`src/rtl/video_pkg.sv`:
```
// Shared types for the gray-ramp video pattern checker.
package video_pkg;

  localparam int CNT_W   = 16;  // x/y counter and geometry width
  localparam int PIX_W   = 8;   // colour component width
  localparam int SUM_LAT = 2;   // cycles from frame edge to frame summary

  // Checker frame-tracking state
  typedef enum logic [1:0] {
    ST_IDLE  = 2'd0,  // waiting for the first frame edge
    ST_FIRST = 2'd1,  // first frame, no seed history yet
    ST_RUN   = 2'd2   // full checking including seed advance
  } chk_state_t;

  // Per-frame summary as seen by the timing measurement
  typedef struct packed {
    logic [CNT_W-1:0] hactive;
    logic [CNT_W-1:0] vactive;
    logic             ok;
  } frame_stat_t;

  // Ramp law: every component of pixel (x,y) equals (x+y+seed) mod 256
  function automatic logic [PIX_W-1:0] ramp_val(input logic [PIX_W-1:0] x,
                                                input logic [PIX_W-1:0] y,
                                                input logic [PIX_W-1:0] seed);
    return x + y + seed;
  endfunction

endpackage

```
`src/rtl/video_timing_meas.sv`:
```
// Frame/line edge detection, pixel coordinates and active-geometry measurement.
module video_timing_meas
  import video_pkg::*;
#(
  parameter bit VS_POL = 1'b1
) (
  input  logic             clk,
  input  logic             rst,
  input  logic             clear,
  input  logic             vs,
  input  logic             de,
  output logic             frame_edge,
  output logic [CNT_W-1:0] pix_x,
  output logic [CNT_W-1:0] pix_y,
  output frame_stat_t      last_frame
);

  logic             vs_q;
  logic             de_q;
  logic             de_fall;
  logic [CNT_W-1:0] line_len;    // de-high cycles seen so far in the current line
  logic [CNT_W-1:0] y_cnt;       // completed lines in the current frame
  logic [CNT_W-1:0] href;        // first line's length, reference for the frame
  logic             first_done;  // href is valid
  logic             geom_err;
  logic             any_de;

  assign frame_edge = (vs == VS_POL) && (vs_q != VS_POL);
  assign de_fall    = de_q && !de;

  // The first de cycle of a line is x=0; a pixel on the frame edge is y=0
  assign pix_x = de_q ? line_len : '0;
  assign pix_y = frame_edge ? '0 : y_cnt;

  // Registered copies of vs/de for edge detection; not cleared so clear
  // cannot fabricate an edge while vs is held at its active level
  always_ff @(posedge clk or posedge rst) begin
    if (rst) begin
      vs_q <= 1'b0;
      de_q <= 1'b0;
    end else begin
      vs_q <= vs;
      de_q <= de;
    end
  end

  // Line/frame counters, line-length reference and per-frame geometry latch
  always_ff @(posedge clk or posedge rst) begin
    if (rst) begin
      line_len   <= '0;
      y_cnt      <= '0;
      href       <= '0;
      first_done <= 1'b0;
      geom_err   <= 1'b0;
      any_de     <= 1'b0;
      last_frame <= '0;
    end else if (clear) begin
      line_len   <= '0;
      y_cnt      <= '0;
      href       <= '0;
      first_done <= 1'b0;
      geom_err   <= 1'b0;
      any_de     <= 1'b0;
      last_frame <= '0;
    end else begin
      if (de) line_len <= de_q ? line_len + 1'b1 : CNT_W'(1);

      if (frame_edge) begin
        // Close out the finished frame; a de-high edge cycle belongs to the new one
        last_frame <= '{hactive: href, vactive: y_cnt, ok: (!geom_err && any_de)};
        y_cnt      <= '0;
        href       <= '0;
        first_done <= 1'b0;
        geom_err   <= 1'b0;
        any_de     <= de;
      end else begin
        if (de) any_de <= 1'b1;
        if (de_fall) begin
          y_cnt <= y_cnt + 1'b1;
          if (!first_done) begin
            href       <= line_len;
            first_done <= 1'b1;
          end else if (line_len != href) begin
            geom_err <= 1'b1;
          end
        end
      end
    end
  end

endmodule

```
`config.mk`:
```
export PLATFORM = sky130hd
export DESIGN_NAME = video_timing_meas
export DESIGN_NICKNAME = d
export VERILOG_FILES = /design/src/rtl/video_pkg.sv /design/src/rtl/video_timing_meas.sv
export SDC_FILE = /design/constraint.sdc
export NUM_CORES = 1
export LEC_CHECK = 0
export CAP_MARGIN = 20
export CORE_MARGIN = 1.5
export CORE_UTILIZATION = 40
export CTS_BUF_LIST = sky130_fd_sc_hd__clkbuf_4
export CTS_CLUSTER_SIZE = 30
export DETAILED_ROUTE_END_ITERATION = 8
export GPL_ROUTABILITY_DRIVEN = 0
export PLACE_DENSITY = 0.63
export SLEW_MARGIN = 40
export SYNTH_ARGS = -nofsm -noshare
export SYNTH_HDL_FRONTEND = slang
export SYNTH_SLANG_ARGS = --single-unit
```
`constraint.sdc`:
```
create_clock -name clk -period 8.2 [get_ports clk]
set_clock_uncertainty 0.15 [all_clocks]
set_input_delay 2.46 -clock clk [delete_from_list [all_inputs] [get_ports clk]]
set_output_delay 2.46 -clock clk [all_outputs]
set_load 0.03 [all_outputs]
```
Word level (Yosys, flattened, before mapping)
Index checks and enable logic that the tools add are counted.
{"block": "word_totals", "output_inout_bits": 66, "inputBits": 5, "word_cells": 54, "reg_bits": 86}
{"block": "op_classes", "n_eq_ne": 2, "bitwise": 1, "reduce_logical": 13, "n_mux": 25, "add_sub_neg": 2}
{"op": "16-bit two-way mux", "n": 12}
{"op": "33-bit two-way mux", "n": 2}
{"op": "16-bit by 1-bit adder with 16-bit output (second input constant)", "n": 2}
{"op": "16-bit != test", "n": 1}
{"op": "3-bit nonzero test", "n": 4}
{"op": "1-bit two-way mux", "n": 11}
{"op": "2-bit nonzero test", "n": 2}
{"op": "1-bit logical AND", "n": 3}
{"op": "3-bit != test (second input constant)", "n": 1}
{"op": "3-bit AND reduction", "n": 1}
{"op": "1-bit logical NOT", "n": 2}
{"op": "2-bit AND reduction", "n": 1}
{"op": "1-bit NOT", "n": 1}

Longest topological paths before layout
Gate-level depths: netlist of the first run.
{"block": "logic_depth", "depth_word": 6, "depth_mapped": 8, "ltp_nobuf": 5}

Worst setup path before layout of the first run
OpenSTA, ideal clock, no wires.
{"block": "synth_timing", "kind": "input-to-output", "start": "input port vs", "end": "output port pix_y[7]", "path_buffers": 1, "stages": 4, "required_time_ns": 5.590, "arrival_ns": 3.478, "slack_ns": 2.112, "path_cell_list": "nand2b_1 > inv_2 > buf_1 > nor2_1"}
{"block": "synth_between", "elab_chain_cells": 2}
{"item": "start, declared", "line": "video_timing_meas.sv:10", "source": "input logic vs,"}
{"item": "1-bit logical AND", "line": "video_timing_meas.sv:28", "source": "assign frame_edge = (vs == VS_POL) && (vs_q != VS_POL);"}
{"item": "net frame_edge", "line": "video_timing_meas.sv:12", "source": "output logic frame_edge,"}
{"item": "16-bit two-way mux", "line": "video_timing_meas.sv:33", "source": "assign pix_y = frame_edge ? '0 : y_cnt;"}
{"item": "end, declared", "line": "video_timing_meas.sv:14", "source": "output logic [CNT_W-1:0] pix_y,"}
The timed path passes the listed nets, and every way through them passes these cells.

Worst setup path after layout of the first run
{"block": "layout_timing", "start": "input port vs", "end": "output port pix_y[14]"}
{"block": "layout_between", "elab_chain_cells": 2}
{"item": "1-bit logical AND", "line": "video_timing_meas.sv:28"}
{"item": "16-bit two-way mux", "line": "video_timing_meas.sv:33"}
Every way passes these cells.

==> flow_metrics.py, run 1 <==
metrics = {
    "outcome": {
        "status": "finished clean",
    },
    "die": {
        "die_x_um": 105,
        "chipHeight_um": 105,
        "io_pins": 71,
        "dieArea_um2": 11000,
        "num_rows": 37,
        "coreArea_um2": 10200,
        "initial_core_util_pct": 40.8,
    },
    "worst_setup_path": {
        "r2r_setup_slack_ps": 5710,
        "start_kind": "input port",
        "worst_setup_path_end_kind": "output port",
        "worstSetupPathType": "in2out",
        "crit_chain": "clkdlybuf4s50_1 -> nand2b_1 -> buf_4 -> and2_1 -> clkdlybuf4s50_1",
        "path_buf_inv": 3,
        "cp_common_cell": "clkdlybuf4s50_1",
        "r2r-end": "y_cnt[15]",
        "crit-reg2reg-launch": "de_q",
        "critPathLaunch": "vs",
        "cpPeakStageDelay_ps": 660,
        "r2r_cells": 4,
        "cp_max_fo": 24,
        "crit_cells": 5,
        "cp.required_ps": 5590,
        "endpoint": "pix_y[14]",
        "cp_top_family": "buffers and inverters",
        "cp.arrival_ps": 4210,
        "crit_slowest_cell": "clkdlybuf4s50_1",
    },
    "pwr": {
        "power.leakage_uw": 0.00199,
        "p_per_area_nw_per_um2": 147,
        "ir_drop_v": 0.0000661,
    },
    "timing": {
        "slew_violations": 0,
        "finalCriticalPeriod_ps": 6820,
        "final-setup-viol-count": 0,
        "max_freq_mhz": 147,
        "fin_tns_setup_ps": 0,
        "setup_ws_ps": 1380,
        "hold_ws_ps": 353,
        "finalCritPeriodShare_pct": 83.2,
        "tightest_slew_ps": 735,
        "finalHoldViolations": 0,
        "rsz0062_at_grt": "false",
        "slew_headroom_pct": 50.8,
    },
    "logic_synthesis": {
        "synth_edf_count": 0,
        "ys_ff_latch": 86,
        "syn_inst": 465,
        "synth_cell_type_count": 42,
        "synth_area_um2": 4150,
        "synth_nets": 472,
        "synth_top_flop_cell": "dfrtp_1",
        "avgSynthCellArea_um2": 8.93,
        "synthArstFlopShare_pct": 100,
        "yosysSeqAreaShare_pct": 51.8,
        "yosys_warnings": 0,
    },
    "worst_hold_path": {
        "hold_class": "reg2reg",
        "min_from": "geom_err",
    },
    "cts": {
        "postCtsResizedCells": 0,
        "postCtsHoldBufs": 0,
        "clockBufferDepth": 2,
        "cts_buffers": 9,
        "post_cts_buffers": 0,
        "insertion_delay_ps": 440,
        "htreeDepth": 3,
        "cts.clk_slew.worst_paths_ps": 130,
        "cts_tree": "built",
        "root_buffer": "clkbuf_4",
        "clock_sinks": 86,
    },
    "finish": {
        "area_delta_synth_final_pct": 22.6,
        "multiInputGateArea_um2": 1810,
        "drive_gt1_share_pct": 6.65,
        "fill_cells": 968,
        "final_nets": 528,
        "design_area_um2": 5090,
        "antenna_cells": 0,
        "seq_area_um2": 2150,
    },
    "grt": {
        "first_global_vias": 3311,
        "antenna_found_initial": 0,
        "grt_max_degree": 87,
        "overflow": 0,
        "grt_pass1_wl_um": 16600,
        "track_usage_pct": 18.9,
    },
    "route": {
        "vias_per_cell": 5.13,
        "ant_nets": 0,
        "drc": 0,
        "wirelength_um": 9630,
        "dr.pass1.iters": 4,
        "wl_per_cell_um": 14.5,
        "vias": 3395,
        "drt-initial-drc-count": 125,
    },
    "place": {
        "post-place-ws_ps": 1380,
        "hpwl_um": 6340,
        "portBuffers": 70,
        "placed_area_um2": 4920,
    },
    "job": {
        "cap_violations": 0,
    },
}
final cells by class:
type	count	share of cell area (%)
Clock buffer	10	1.47
Timing Repair Buffer	76	14.8
Multi-Input combinational cell	336	35.6
Inverter	12	0.909
Clock inverter	6	1.67
Sequential cell	86	42.3
Tap cell	136	3.34
sequential cells by signal (all words and copies together) (netlist names):
signal,flops
line_len,16
vs_q,1
href,16
first_done,1
last_frame,33
geom_err,1
y_cnt,16
de_q,1
any_de,1
power by group:
group	leakage, uW	total (uW)	internal, uW	switching (uW)
sequential	0.00119	431	427	4.54
clock	0.0000844	274	127	147
combinational	0.000717	45.9	11.2	34.6
total	0.00199	751	565	186
worst min-delay path by stage:
stage / to / slack, ps / depth (start not counted)
floorplan: geom_err / 290 / 2
global placement: geom_err / 310 / 2
finish: geom_err / 350 / 2
CTS: geom_err / 350 / 2
detailed placement: geom_err / 320 / 2
global route: last_frame[28] / 400 / 2
synthesized netlist by cell type, drive strengths merged, types with 2 or more instances:
master | count | area [um^2]
nand3b | 2 | 27.5
nand3 | 8 | 40.0
and4 | 2 | 17.5
buf | 9 | 40.0
nor2 | 34 | 128
nor4 | 4 | 25.0
nand4 | 13 | 81.3
nand2b | 4 | 25.0
a21oi | 62 | 310
nor3 | 7 | 35.0
dfrtp | 86 | 2150
and3 | 2 | 12.5
or4 | 3 | 22.5
inv | 11 | 41.3
or3 | 4 | 28.8
o21ai | 7 | 35.0
nand2 | 110 | 413
a31o | 2 | 17.5
o31ai | 3 | 22.5
xor2 | 6 | 52.6
xnor2 | 27 | 236
and2 | 25 | 159
clkbuf | 21 | 91.3
a211o | 2 | 17.5
ha | 2 | 25.0
kinds of logic (layout without fill, tap and decap cells):
| family | Yosys count | in the layout | share of synthesized area, % |
|---|---|---|---|
| XOR/XNOR | 33 | 33 | 6.96 |
| AO/OA/AOI/OAI | 79 | 79 | 10.3 |
| flip-flops | 86 | 86 | 51.8 |
| AND/OR/NAND/NOR | 221 | 221 | 25.1 |
| multiplexers | 1 | 1 | 0.241 |
| buffers and inverters | 43 | 104 | 5.03 |
| adder cells (fa/ha/maj) | 2 | 2 | 0.602 |
per-stage QoR:
stage          total power (uW)  std cells  util, %
2_1_floorplan               472        465        -
3_3_place_gp                485        646     48.2
3_5_place_dp                486        646     48.3
4_1_cts                     761        662     49.9
5_1_grt                     786        662     50.0
6_report                    751        662     50.0
routing by layer:
metal,wire (um),track usage (%),up-vias,share of wire (%)
li1,-,-,1642,-
met1,4610,26.6,1656,48
met2,4520,29.3,82,47
met3,353,2.56,15,3.7
met4,142,7.63,0,1.5
met5,0,0,-,0
worst min-delay path: cells and delay by family, from the launching register on:
kind / cells / cell delay [ps]
AOI/OAI and AO/OA: 1 / 60
and+or+nand+nor: 1 / 50
DFF: 1 / 370
cells in the final DEF, fill, tap and decap left out, drive strengths merged, types with 3 or more instances in the layout:
cell,synthesis,final
or3,4,4
nand2b,4,4
or4,3,3
nand2,110,110
clkinv,1,4
a21oi,62,62
nand3,8,8
inv,11,11
clkbuf,21,11
o21ai,7,7
xor2,6,6
nand4,13,13
xnor2,27,27
nor2,34,34
clkdlybuf4s50,0,70
nor4,4,4
dfrtp,86,86
and2,25,25
nor3,7,7
o31ai,3,3
buf,9,5
Note: power is estimated with default switching activity, not from simulation.
==> inputs of run 2 (changes only) <==
--- a/config.mk
+++ b/config.mk
@@ -12,7 +12,7 @@
 export CTS_CLUSTER_SIZE = 30
 export DETAILED_ROUTE_END_ITERATION = 8
 export GPL_ROUTABILITY_DRIVEN = 0
-export PLACE_DENSITY = 0.63
+export PLACE_DENSITY = 0.65
 export SLEW_MARGIN = 40
 export SYNTH_ARGS = -nofsm -noshare
 export SYNTH_HDL_FRONTEND = slang
==> constraint.sdc (replaced) <==
create_clock -name clk -period 6 [get_ports clk]
set_clock_uncertainty 0.15 [all_clocks]
set_input_delay 1.8 -clock clk [delete_from_list [all_inputs] [get_ports clk]]
set_output_delay 1.8 -clock clk [all_outputs]
set_load 0.03 [all_outputs]
==> run 2 against run 1 <==
Against the previous run: final area fell by 1.1%; die area is the same; sequential share of layout area increased by 0.45 points; critical endpoint is now pix_y[2]; largest cell class unchanged; via count fell by 1.8%; sequential cell count is the same; utilization is 0.53 points lower; sequential power rose by 37%; largest power group unchanged; routed wire length up 1.1%; non-clock buffer count shrank 1; worst setup slack worse by 830 ps.
==> flow_metrics.py, run 2 (synthesis results as in run 1) <==
metrics = {
    "outcome": {
        "status": "finished clean",
    },
    "worst_hold_path": {
        "hold_path_end": "geom_err",
        "hold_depth": 2,
        "min_from": "geom_err",
        "hold_class": "reg2reg",
    },
    "job": {
        "cap_violations": 0,
    },
    "cts": {
        "clock_sinks": 86,
        "root_buffer": "clkbuf_4",
        "postCtsResizedCells": 0,
        "insertion_delay_ps": 430,
        "htreeDepth": 3,
        "post_cts_buffers": 0,
        "cts_tree": "built",
        "clockBufferDepth": 2,
        "postCtsHoldBufs": 0,
        "cts_buffers": 9,
        "cts.clk_slew.worst_paths_ps": 130,
    },
    "grt": {
        "antenna_found_initial": 0,
        "grt_max_degree": 60,
        "first_global_vias": 3201,
        "track_usage_pct": 18.7,
        "grt_pass1_wl_um": 16500,
        "overflow": 0,
    },
    "worst_setup_path": {
        "worstSetupPathType": "in2out",
        "r2r_cells": 4,
        "cp_top_family": "buffers and inverters",
        "cp_max_fo": 30,
        "path_buf_inv": 2,
        "r2r_setup_slack_ps": 3540,
        "cp.arrival_ps": 3500,
        "r2r-end": "y_cnt[13]",
        "worst_setup_path_end_kind": "output port",
        "crit_slowest_cell": "clkdlybuf4s50_1",
        "cp.required_ps": 4050,
        "start_kind": "input port",
        "crit_chain": "clkdlybuf4s50_1 -> nand2b_2 -> and2_2 -> clkdlybuf4s50_1",
        "crit-reg2reg-launch": "de_q",
        "cpPeakStageDelay_ps": 650,
        "cp_common_cell": "clkdlybuf4s50_1",
    },
    "route": {
        "vias": 3333,
        "vias_per_cell": 5.05,
        "drt-initial-drc-count": 191,
        "ant_nets": 0,
        "drc": 0,
        "dr.pass1.iters": 4,
        "wirelength_um": 9740,
        "wl_per_cell_um": 14.8,
    },
    "die": {
        "initial_core_util_pct": 40.8,
        "chipHeight_um": 105,
        "io_pins": 71,
        "die_x_um": 105,
        "num_rows": 37,
        "coreArea_um2": 10200,
        "dieArea_um2": 11000,
    },
    "finish": {
        "drive_gt1_share_pct": 6.68,
        "largest_reg_flops": 33,
        "regMostFlops": "last_frame",
        "design_area_um2": 5040,
        "antenna_cells": 0,
        "final_nets": 527,
        "area_delta_synth_final_pct": 21.3,
        "final_common_cell": "nand2_1",
        "most-common-layout-cells": "nand2_1, dfrtp_1, clkdlybuf4s50_1, a21oi_1, nor2_1",
    },
    "timing": {
        "finalCriticalPeriod_ps": 5450,
        "finalCritPeriodShare_pct": 90.9,
        "setup_ws_ps": 545,
        "max_freq_mhz": 183,
        "rsz0062_at_grt": "false",
        "finalHoldViolations": 0,
        "slew_violations": 0,
        "tightest_slew_ps": 722,
        "slew_headroom_pct": 51.6,
        "fin_tns_setup_ps": 0,
        "final-setup-viol-count": 0,
    },
    "pwr": {
        "p_per_area_nw_per_um2": 191,
        "ir_drop_v": 0.0000767,
        "power.leakage_uw": 0.00197,
        "p_total_uw": 963,
    },
    "place": {
        "portBuffers": 70,
        "placed_area_um2": 4910,
        "hpwl_um": 6650,
        "post-place-ws_ps": 522,
    },
}
run 2: worst max-delay path by stage:
stage	cells past startpoint	start	slack [ps]	end
finish	4	vs	550	pix_y[2]
floorplan	4	vs	1230	pix_y[7]
CTS	4	vs	520	pix_y[2]
detailed placement	4	vs	520	pix_y[2]
global route	4	vs	420	pix_y[9]
global placement	4	vs	540	pix_y[2]
run 2: layout make-up:
type / instances / area, um^2
fill: 973 / 5150
sequential: 86 / 2150
multi-input combinational: 336 / 1810
timing repair buffer: 75 / 731
tap: 136 / 170
clock buffer: 9 / 67.6
clock inverter: 6 / 53.8
inverter: 12 / 50.0
run 2: report_power, final:
part / total (uW) / internal, uW / switching, uW
clock network: 312 / 120 / 192
registers: 589 / 583 / 6.41
logic: 61.5 / 14.6 / 46.9
total: 963 / 718 / 246
run 2: stage by stage:
| stage | util, % | hold slack [ps] | cells |
|---|---|---|---|
| final | 49.5 | 344 | 660 |
| after global routing | 49.5 | 402 | 660 |
| after CTS | 49.4 | 342 | 660 |
| after detailed placement | 48.2 | 314 | 645 |
| after global placement | 48.1 | 305 | 645 |
| after floorplan | - | 291 | 465 |
run 2: worst reg2reg max path: stages, from the launching register on:
cell and delay, ps:
dfrtp_1 700, nand3b_4 160, or4_1 680, or4_1 550
a21oi_1 160
run 2: routing by layer:
| layer | vias to the layer above | share of wire [%] | GRT usage, % |
|---|---|---|---|
| met3 | 9 | 5.4 | 3.12 |
| met5 | - | 0 | 0 |
| met1 | 1600 | 47 | 27.1 |
| met4 | 0 | 1.3 | 6.16 |
| li1 | 1648 | - | - |
| met2 | 76 | 46 | 28.5 |
==> inputs of run 3 (changes only) <==
--- a/config.mk
+++ b/config.mk
@@ -5,13 +5,13 @@
 export SDC_FILE = /design/constraint.sdc
 export NUM_CORES = 1
 export LEC_CHECK = 0
+export ABC_CLOCK_PERIOD_IN_PS = 6000
 export CAP_MARGIN = 20
 export CORE_MARGIN = 1.5
 export CORE_UTILIZATION = 40
 export CTS_BUF_LIST = sky130_fd_sc_hd__clkbuf_4
 export CTS_CLUSTER_SIZE = 30
 export DETAILED_ROUTE_END_ITERATION = 8
-export GPL_ROUTABILITY_DRIVEN = 0
 export PLACE_DENSITY = 0.65
 export SLEW_MARGIN = 40
 export SYNTH_ARGS = -nofsm -noshare
==> results of run 3 <==
The final DEF is identical to that of run 2; final timing and power are the same.
